File: src/rtl/sram_rr_arbiter_pkg.sv
// Shared definitions for the SRAM-like round-robin arbiter.
// Holds the FSM state encoding and the SRAM transfer size codes.
package sram_rr_arbiter_pkg;

    typedef enum logic [1:0] {
        ST_IDLE = 2'd0,
        ST_ADDR = 2'd1,
        ST_DATA = 2'd2
    } state_t;

    localparam logic [1:0] SIZE_BYTE = 2'd0;
    localparam logic [1:0] SIZE_HALF = 2'd1;
    localparam logic [1:0] SIZE_WORD = 2'd2;

endpackage

File: src/rtl/sram_rr_arbiter_rr_pick.sv
// Combinational round-robin picker.
// Returns the first set request at or after the pointer, wrapping past the last channel.
module sram_rr_arbiter_rr_pick #(
    parameter int N_CH = 2,
    parameter int IW   = $clog2(N_CH)
) (
    input  logic [N_CH-1:0] i_req,
    input  logic [IW-1:0]   i_ptr,
    output logic [IW-1:0]   o_idx,
    output logic            o_valid
);

    logic [IW-1:0] w_cand;

    // Scan from the farthest offset down so the nearest requester wins last
    always_comb begin
        o_idx   = '0;
        o_valid = 1'b0;
        w_cand  = '0;
        for (int off = N_CH - 1; off >= 0; off--) begin
            w_cand = IW'((int'(i_ptr) + off) % N_CH);
            if (i_req[w_cand]) begin
                o_idx   = w_cand;
                o_valid = 1'b1;
            end
        end
    end

endmodule

File: src/rtl/sram_rr_arbiter.sv
// Round-robin arbiter muxing N_CH SRAM-like masters onto one SRAM-like slave.
// One transaction in flight at a time; the grant is held from ADDR entry to DATA exit.
module sram_rr_arbiter
    import sram_rr_arbiter_pkg::*;
#(
    parameter int N_CH = 2,
    parameter int AW   = 32,
    parameter int DW   = 32
) (
    input  logic               clk,
    input  logic               reset,
    input  logic [N_CH-1:0]    m_req,
    input  logic [N_CH-1:0]    m_wr,
    input  logic [2*N_CH-1:0]  m_size,
    input  logic [AW*N_CH-1:0] m_addr,
    input  logic [DW*N_CH-1:0] m_wdata,
    output logic [N_CH-1:0]    m_addr_ok,
    output logic [N_CH-1:0]    m_data_ok,
    output logic [DW-1:0]      m_rdata,
    output logic               s_req,
    output logic               s_wr,
    output logic [1:0]         s_size,
    output logic [AW-1:0]      s_addr,
    output logic [DW-1:0]      s_wdata,
    input  logic               s_addr_ok,
    input  logic               s_data_ok,
    input  logic [DW-1:0]      s_rdata,
    output logic               busy,
    output logic               err_stray
);

    localparam int IW = $clog2(N_CH);

    state_t        r_state;
    logic [IW-1:0] r_grant;
    logic [IW-1:0] r_rr_ptr;
    logic          r_err_stray;

    logic [IW-1:0] w_pick_idx;
    logic          w_pick_valid;
    logic          w_grant_req;

    sram_rr_arbiter_rr_pick #(
        .N_CH (N_CH),
        .IW   (IW)
    ) u_rr_pick (
        .i_req   (m_req),
        .i_ptr   (r_rr_ptr),
        .o_idx   (w_pick_idx),
        .o_valid (w_pick_valid)
    );

    assign w_grant_req = m_req[r_grant];

    // rr_ptr only advances on a completed transaction, so a withdrawn master keeps its turn
    always_ff @(posedge clk) begin
        if (reset) begin
            r_state     <= ST_IDLE;
            r_grant     <= '0;
            r_rr_ptr    <= '0;
            r_err_stray <= 1'b0;
        end else begin
            r_err_stray <= s_data_ok && (r_state != ST_DATA);
            case (r_state)
                ST_IDLE: begin
                    if (w_pick_valid) begin
                        r_grant <= w_pick_idx;
                        r_state <= ST_ADDR;
                    end
                end
                ST_ADDR: begin
                    if (!w_grant_req) begin
                        r_state <= ST_IDLE;
                    end else if (s_addr_ok) begin
                        r_state <= ST_DATA;
                    end
                end
                ST_DATA: begin
                    if (s_data_ok) begin
                        r_rr_ptr <= (r_grant == IW'(N_CH - 1)) ? '0 : r_grant + 1'b1;
                        r_state  <= ST_IDLE;
                    end
                end
                default: r_state <= ST_IDLE;
            endcase
        end
    end

    // Downstream fields and handshake pulses are steered only toward the granted channel
    always_comb begin
        s_req     = 1'b0;
        s_wr      = 1'b0;
        s_size    = '0;
        s_addr    = '0;
        s_wdata   = '0;
        m_addr_ok = '0;
        m_data_ok = '0;
        m_rdata   = '0;
        case (r_state)
            ST_ADDR: begin
                s_req              = w_grant_req;
                s_wr               = m_wr[r_grant];
                s_size             = m_size[2*int'(r_grant) +: 2];
                s_addr             = m_addr[AW*int'(r_grant) +: AW];
                s_wdata            = m_wdata[DW*int'(r_grant) +: DW];
                m_addr_ok[r_grant] = s_addr_ok & w_grant_req;
            end
            ST_DATA: begin
                m_data_ok[r_grant] = s_data_ok;
                if (s_data_ok) begin
                    m_rdata = s_rdata;
                end
            end
            default: ;
        endcase
    end

    assign busy      = (r_state != ST_IDLE);
    assign err_stray = r_err_stray;

endmodule

File: config.mk
export PLATFORM = sky130hd
export DESIGN_NAME = sram_rr_arbiter
export DESIGN_NICKNAME = d
export VERILOG_FILES = /design/src/rtl/sram_rr_arbiter_pkg.sv /design/src/rtl/sram_rr_arbiter_rr_pick.sv /design/src/rtl/sram_rr_arbiter.sv
export SDC_FILE = /design/constraint.sdc
export NUM_CORES = 1
export LEC_CHECK = 0
export ABC_AREA = 1
export CAP_MARGIN = 20
export CELL_PAD_IN_SITES_DETAIL_PLACEMENT = 0
export CELL_PAD_IN_SITES_GLOBAL_PLACEMENT = 1
export CORE_ASPECT_RATIO = 0.75
export CORE_UTILIZATION = 11
export CTS_CLUSTER_SIZE = 20
export DETAILED_ROUTE_END_ITERATION = 8
export PLACE_DENSITY_LB_ADDON = 0.12
export SYNTH_ARGS = -nofsm -noshare
export SYNTH_HDL_FRONTEND = slang
export SYNTH_SLANG_ARGS = --single-unit
File: constraint.sdc
create_clock -name clk -period 1.5 [get_ports clk]
set_input_delay 0.375 -clock clk [delete_from_list [all_inputs] [get_ports clk]]
set_output_delay 0.375 -clock clk [all_outputs]
set_load 0.02 [all_outputs]
# Yosys cells after proc, flatten, opt, wreduce, memory -nomap -nowiden
# Cells that the tools add are included.
# op_classes
n_lt_le_gt_ge,4
n_reduce_logical,7
bitwise,3
n_mux,29
add_sub_neg,2
shift,3
eq_ne,6
# op_table
cell,n
$mux W32,4
$shiftx A64 B7 Y32,2
$mux W1,16
$mux W2,7
$lt A1 B2 Y1 const B,3
$pmux W2 S3,1
$and A2 B2 Y2,2
$ne A2 B2 Y1 const B,2
$reduce_and A2 Y1,2
$shiftx A4 B3 Y2,1
$ne A3 B3 Y1 const B,1
$reduce_and A3 Y1,1
$add A1 B1 Y1 const B,2
$eq A2 B1 Y1 const B,1
$eq A2 B2 Y1 const B,1
$logic_and A1 B1 Y1,2
$logic_not A2 Y1,1
$ne A2 B1 Y1 const B,1
$reduce_bool A2 Y1,1
$and A1 B1 Y1,1
$demux W1 S1,1
$ge A1 B1 Y1 const B,1
# word_totals
inputBits,172
elab_cells,58
reg_bits,5
output_inout_bits,106

# Depth between registers and ports, before layout
# Gate-level depths: netlist of the first run.
# logic_depth
word_depth,7
ltp_mapped,6
depth_no_buf,5

# Modules after synthesis
# Synthesis of the first run repeated with hierarchy kept, for this count alone.
# hier_totals
hier_cells,337
hier_area_um2,1506.4
# modules_own_cells
module,cells_per_inst,area_per_inst_um2,seq_area_each_um2,n_inst
sram_rr_arbiter,333,1487.7,100.1,1
sram_rr_arbiter_rr_pick,4,18.8,0.0,1

# Worst setup path before layout of the first run
# OpenSTA, ideal clock, no wires.
# synth_path
kind,input-to-output
start,in s_data_ok
end,out m_rdata[10]
path_buffers,2
cell_stages,4
arrival_time_ps,1162
slack_ps,-37
cell_sequence,buf_2 > clkbuf_1 > nand2_1 > nor2_1
# synth_between
elab_chain_len,2
# synth_rtl
element,line,source
start: declaration,sram_rr_arbiter.sv:26,"input logic s_data_ok,"
$mux W32,sram_rr_arbiter.sv:110,if (s_data_ok) begin
$mux W32,sram_rr_arbiter.sv:99,case (r_state)
end: declaration,sram_rr_arbiter.sv:19,"output logic [DW-1:0] m_rdata,"
# Every way passes these cells.

# Worst setup path after layout of the first run
# layout_path
start,reg r_state[1]
end,out s_wdata[31]
# layout_between
elab_chain_len,2
# layout_rtl
element,line,source
start: declaration,sram_rr_arbiter.sv:34,state_t r_state;
start signal: assignment,sram_rr_arbiter.sv:58,r_state <= ST_IDLE;
start signal: assignment,sram_rr_arbiter.sv:68,r_state <= ST_ADDR;
start signal: assignment,sram_rr_arbiter.sv:73,r_state <= ST_IDLE;
$eq A2 B1 Y1,sram_rr_arbiter.sv:99,
$mux W32,sram_rr_arbiter.sv:99,
end: declaration,sram_rr_arbiter.sv:24,"output logic [DW-1:0] s_wdata,"
# Every way passes these cells.

==> results.cfg, run 1 <==
[sta]
setup_ws_ns = -0.223
drv_slew = 0
slew_headroom_pct = 82.6
fin_skew_ns = 0.00363
rsz0062_at_grt = yes
worstMarginPinSlew_ns = 0.258
fin_crit_sh_pct = 115
clock.fmax_ghz = 0.580
fin_crit_ns = 1.72
tns_ns = -17.39
finalHoldViolations = 0
setup_viol = 104
hold-worst-slack_ns = 0.482

[global_routing]
grt_first_pass_wirelength_mm = 17.9
grt_use_total_pct = 15.2
antenna_found_initial = 0
gr-total-overflow = 0
grt_max_degree = 27
grt_pass1_vias = 3402

[finish]
seqCellArea_sq_um = 109
multi_input_area_sq_um = 1980
design_area_sq_um = 6220
finalNetCount = 821
drive_above_1_share_pct = 51.5
instances_no_fill = 848
n_fill_cell = 1461
area_growth_pct = 283
final_util_pct = 43.0
diodes = 0

[worst_setup_path]
r2r_setup_slack_ns = 0.14
ff2ff_path_depth = 8
crit_top_cell = buf_12
slowest_delay_ns = 0.36
rr_startpoint = r_state[0]
cp_slowest_cell = dfxtp_4
cp.required_ns = 1.12
crit_type = flop to output port
end_kind = output port
worstPathArrival_ns = 1.35
cp_cell_sequence = nor2_4 > inv_6 > buf_12 > a21oi_2 > buf_4 > buf_12
worst_setup_path_start_kind = flop
r2r-end = r_rr_ptr
crit_fanout = 10

[job]
max_cap_violations = 0

[logic_synthesis]
synth_top_area_cell = nand2_1
syn_avg_cell_area_sq_um = 4.83
syn_nets = 508
netlist.area_leader.share_pct = 40.4
yosysSeqAreaShare_pct = 6.16
synth.ff_latch_count = 5
synthTopCellsByCount = 175 x nand2_1, 41 x a21oi_1, 36 x nor2_1, 30 x a21oi_2, 14 x buf_2
ys_types = 17
yosys.cell_count.top_type = nand2_1
syn_area_sq_um = 1620
synthArstFlopShare_pct = 0
synth-edff-count = 0
synthTopCellsByArea = nand2_1 40%, a21oi_2 16%, a21oi_1 13%
syn_inst = 336
ys_warn_count = 0
synth_top_flop_cell = dfxtp_1

[pwr]
switching_share_pct = 38.4
total_power_mw = 2.48
internal_power_mw = 1.53
seq_power_share_pct = 6.1
comb_power_share_pct = 75.8
p_clk_share_pct = 18.1
p_per_area_nw_per_um2 = 399
p_leak_nw = 2.55
power_switching_uw = 953
irDropWorstVdd_mv = 0.323

[floorplanning]
initial_utilization_pct = 11.2
fp.dieH_microns = 107
die_w_microns = 142
io_pins = 278
rows = 38
fp.dieArea_sq_um = 15300
core_sq_um = 14500

[outcome]
violations = negative setup slack
status = complete, but fails checks

[routing]
wl_met3_mm = 1.15
firstDrtPassIters = 4
wire_per_inst_microns = 14.7
wl_met2_mm = 6.48
vias = 3381
m1WireLength_mm = 4.76
wl_mm = 12.4
drt_iter0_drc = 104
vias_per_cell = 3.99
ant_nets = 0
drcViolationCount = 0
top_layer = met4

[clocking]
cts-root-buf = clkbuf_16
clock_latency_ns = 0.23
clkTransAtPathRegs_ns = 0.04
numCtsBuffers = 3
cts_tree = done
clockBufferDepth = 2
htree_num_levels = 1
clock_sinks = 5

[placement]
place.port_buffers = 277
pre_cts_slack_ns = -0.851
dp.cells = 816
place_congestion = 0.712
placed_area_sq_um = 4940
hpwl_mm = 8.64

[hold_path]
min_path_type = flop to flop
min_from = r_rr_ptr
holdPathEnd = r_rr_ptr
hold_path_depth = 2
==> worst max-delay path by stage <==
| stage | cells past startpoint | slack [ns] | from | to |
|---|---|---|---|---|
| final | 6 | -0.22 | r_state[1] | s_wdata[31] |
| after global routing | 5 | -0.28 | r_grant | s_wdata[9] |
| after CTS | 6 | -0.23 | r_state[1] | s_wdata[31] |
| after detailed placement | 6 | -0.85 | m_req[1] | m_addr_ok[1] |
| after global placement | 6 | -0.84 | m_req[1] | m_addr_ok[0] |
| after floorplan | 5 | 0.02 | r_state[0] | s_addr[0] |
==> timing repair <==
action | CTS | global route
cloned | 11 | 2
gates resized for setup | 710 | 91
hold buffers | 0 | 0
endpoints found under the setup margin | 106 | 105
buffers inserted | 11 | 5
pin swaps | 33 | 17
==> worst max-delay path, delay by kind of cell (launching register included) <==
family / cells / cell delay, ns
simple gates: 1 / 0.16
buf+inv: 4 / 0.47
flops: 1 / 0.36
compound gates: 1 / 0.12
==> cells in the final DEF (no fill, tap or decap), drive strengths merged <==
cell type / instances
o21ai: 1
clkdlybuf4s50: 168
nor3: 1
clkdlybuf4s15: 1
nor2: 38
a21oi: 71
clkbuf: 6
nand2: 175
dfxtp: 5
inv: 11
nand3: 4
buf: 163
dlygate4sd2: 3
clkinv: 1
==> flip-flops by register name, summed over array words and instances (netlist names) <==
register,cells
r_state,2
err_stray,1
r_grant,1
r_rr_ptr,1
==> layer usage <==
metal  vias up  GRT usage (%)
li1       1688              -
met1      1544           16.9
met2       145           28.9
met3         4           4.38
met4         0           2.07
met5         -              0
==> kinds of logic (layout without fill, tap and decap cells) <==
kind of cell    count (synthesis)  count (layout)  synth area share, %
compound gates                 72              72                 29.1
flops                           5               5                 6.16
simple gates                  218             218                 51.4
buf+inv                        41             353                 13.3
==> power groups by stage <==
| stage | Combinational [mW] | Sequential, mW | Clock (mW) |
|---|---|---|---|
| finish | 1.88 | 0.150 | 0.449 |
| global route | 2.00 | 0.151 | 0.471 |
| CTS | 1.78 | 0.150 | 0.457 |
| detailed placement | 1.51 | 0.150 | 0 |
| global placement | 1.51 | 0.151 | 0 |
| floorplan | 0.591 | 0.149 | 0 |
==> cell type report <==
| class | count | area share (%) |
|---|---|---|
| Clock buffer | 4 | 1.27 |
| Multi-Input combinational cell | 290 | 31.8 |
| Sequential cell | 5 | 1.75 |
| Timing Repair Buffer | 337 | 60.0 |
| Inverter | 12 | 1.13 |
| Tap cell | 200 | 4.02 |
Power figures use the tool's default switching activity.
==> run 2: changes to the inputs <==
Settings changed: CORE_AREA set to 2 2 107 109, CORE_ASPECT_RATIO 0.75 to not set, CORE_UTILIZATION 11 to not set, DIE_AREA set to 0 0 109 111, DONT_BUFFER_PORTS set to 1.
==> run 2 against run 1 <==
The run still ends with negative setup slack left; register-to-register slack worse by 0.27 ns; global-route usage down 2.8 points; core utilization down 11 points; sequential share of layout area up 1.4 points; combinational power down 38%; sequential power up 4%; first-iteration DRC count down 16%; fmax up 1.1%; largest cell class is now multi-input gates.
==> results.cfg, run 2 (synthesis results as in run 1) <==
[clocking]
clock_sinks = 5
clock_latency_ns = 0.23
clkTransAtPathRegs_ns = 0.03
clockBufferDepth = 2
cts-root-buf = clkbuf_16
cts_tree = done
numCtsBuffers = 3
htree_num_levels = 1

[pwr]
p_leak_nw = 1.47
total_power_mw = 1.77
irDropWorstVdd_mv = 0.310
p_per_area_nw_per_um2 = 501

[routing]
firstDrtPassIters = 4
wire_per_inst_microns = 16.5
vias = 2531
drt_iter0_drc = 87
ant_nets = 0
drcViolationCount = 0
wl_mm = 9.10
vias_per_cell = 4.58

[worst_setup_path]
crit_type = flop to output port
cp_cell_sequence = buf_12 > buf_16 > nand2_2 > a21oi_2 > buf_4
cp_slowest_cell = dfxtp_4
path_depth = 5
crit_fanout = 8
worst_setup_path_start_kind = flop
end_kind = output port
worstPathArrival_ns = 1.33
critPathTopFamily = buffers and inverters
critical_path_buf_inv_count = 3
ff2ff_path_depth = 11
r2r_setup_slack_ns = -0.13
slowest_delay_ns = 0.45
cp.required_ns = 1.12

[global_routing]
grt_max_degree = 36
grt_use_total_pct = 12.4
grt_use_met3_pct = 1.82
grt_first_pass_wirelength_mm = 11.9
met1_usage_pct = 13.0
gr-total-overflow = 0
grt_pass1_vias = 2351
grt_util_met2_pct = 25.2
antenna_found_initial = 0
top_usage_layer = met2

[finish]
diodes = 0
drive_above_1_share_pct = 57.3
area_growth_pct = 118
final_common_cell = nand2_1
instances_no_fill = 553
layout_common_cells = 143 x nand2_1, 43 x buf_4, 38 x buf_6
largest_register_ff_count = 2
finalNetCount = 583
top_register = r_state

[sta]
drv_slew = 0
rsz0062_at_grt = yes
slew_headroom_pct = 84.3
tns_ns = -12.59
fin_skew_ns = 0.00221
worstMarginPinSlew_ns = 0.236
setup_ws_ns = -0.204
finalHoldViolations = 0
fin_crit_ns = 1.70
setup_viol = 104
clock.fmax_ghz = 0.587
fin_crit_sh_pct = 114

[hold_path]
min_path_type = input pin to flop
hold_path_depth = 1

[placement]
pre_cts_slack_ns = -0.00289
place_congestion = 0.674
dp.cells = 529
hpwl_mm = 5.76
place.port_buffers = 0

[floorplanning]
fp.dieH_microns = 111
rows = 39
die_w_microns = 109
fp.dieArea_sq_um = 12100
io_pins = 278
initial_utilization_pct = 14.7
core_sq_um = 11100

[outcome]
status = complete, but fails checks
violations = negative setup slack

[job]
max_cap_violations = 0
## run 2: metal layers
metal / vias to the layer above / routed length [microns]
li1: 1198 / -
met1: 1168 / 3170
met2: 159 / 5140
met3: 6 / 745
met4: 0 / 46
met5: - / 0
## run 2: layout make-up
class,count,area [sq um]
Tap cell,143,179
Fill cell,1183,7540
Sequential cell,5,111
Multi-Input combinational cell,290,1930
Clock buffer,4,78.8
Inverter,12,65.1
Timing Repair Buffer,99,1170
## run 2: final timing paths
check	start	end
worst max-delay path	r_grant	s_wdata[18]
worst min-delay path	reset	r_state[1]
worst max register to register	r_grant	r_state[1]
worst min register to register	r_rr_ptr	r_rr_ptr
## run 2: power by group
group	switching, mW	internal [mW]
clock network	0.0906	0.353
registers	0.0160	0.140
logic	0.702	0.472
total	0.809	0.964
## run 2: timing repair
item,CTS,global route
gates cloned,5,5
buffers inserted,10,1
pin swaps,17,10
hold buffers,0,0
resized for setup,94,86
setup endpoints to repair,104,105
## run 2: stage by stage
| stage | utilization, % | hold slack, ns | area, sq um |
|---|---|---|---|
| final | 31.9 | 0.198 | 3540 |
| after global routing | 31.9 | 0.195 | 3540 |
| after CTS | 28.0 | 0.193 | 3100 |
| after detailed placement | 21.5 | 0.440 | 2380 |
| after global placement | 21.5 | 0.447 | 2380 |
| after floorplan | - | 0.427 | 1700 |
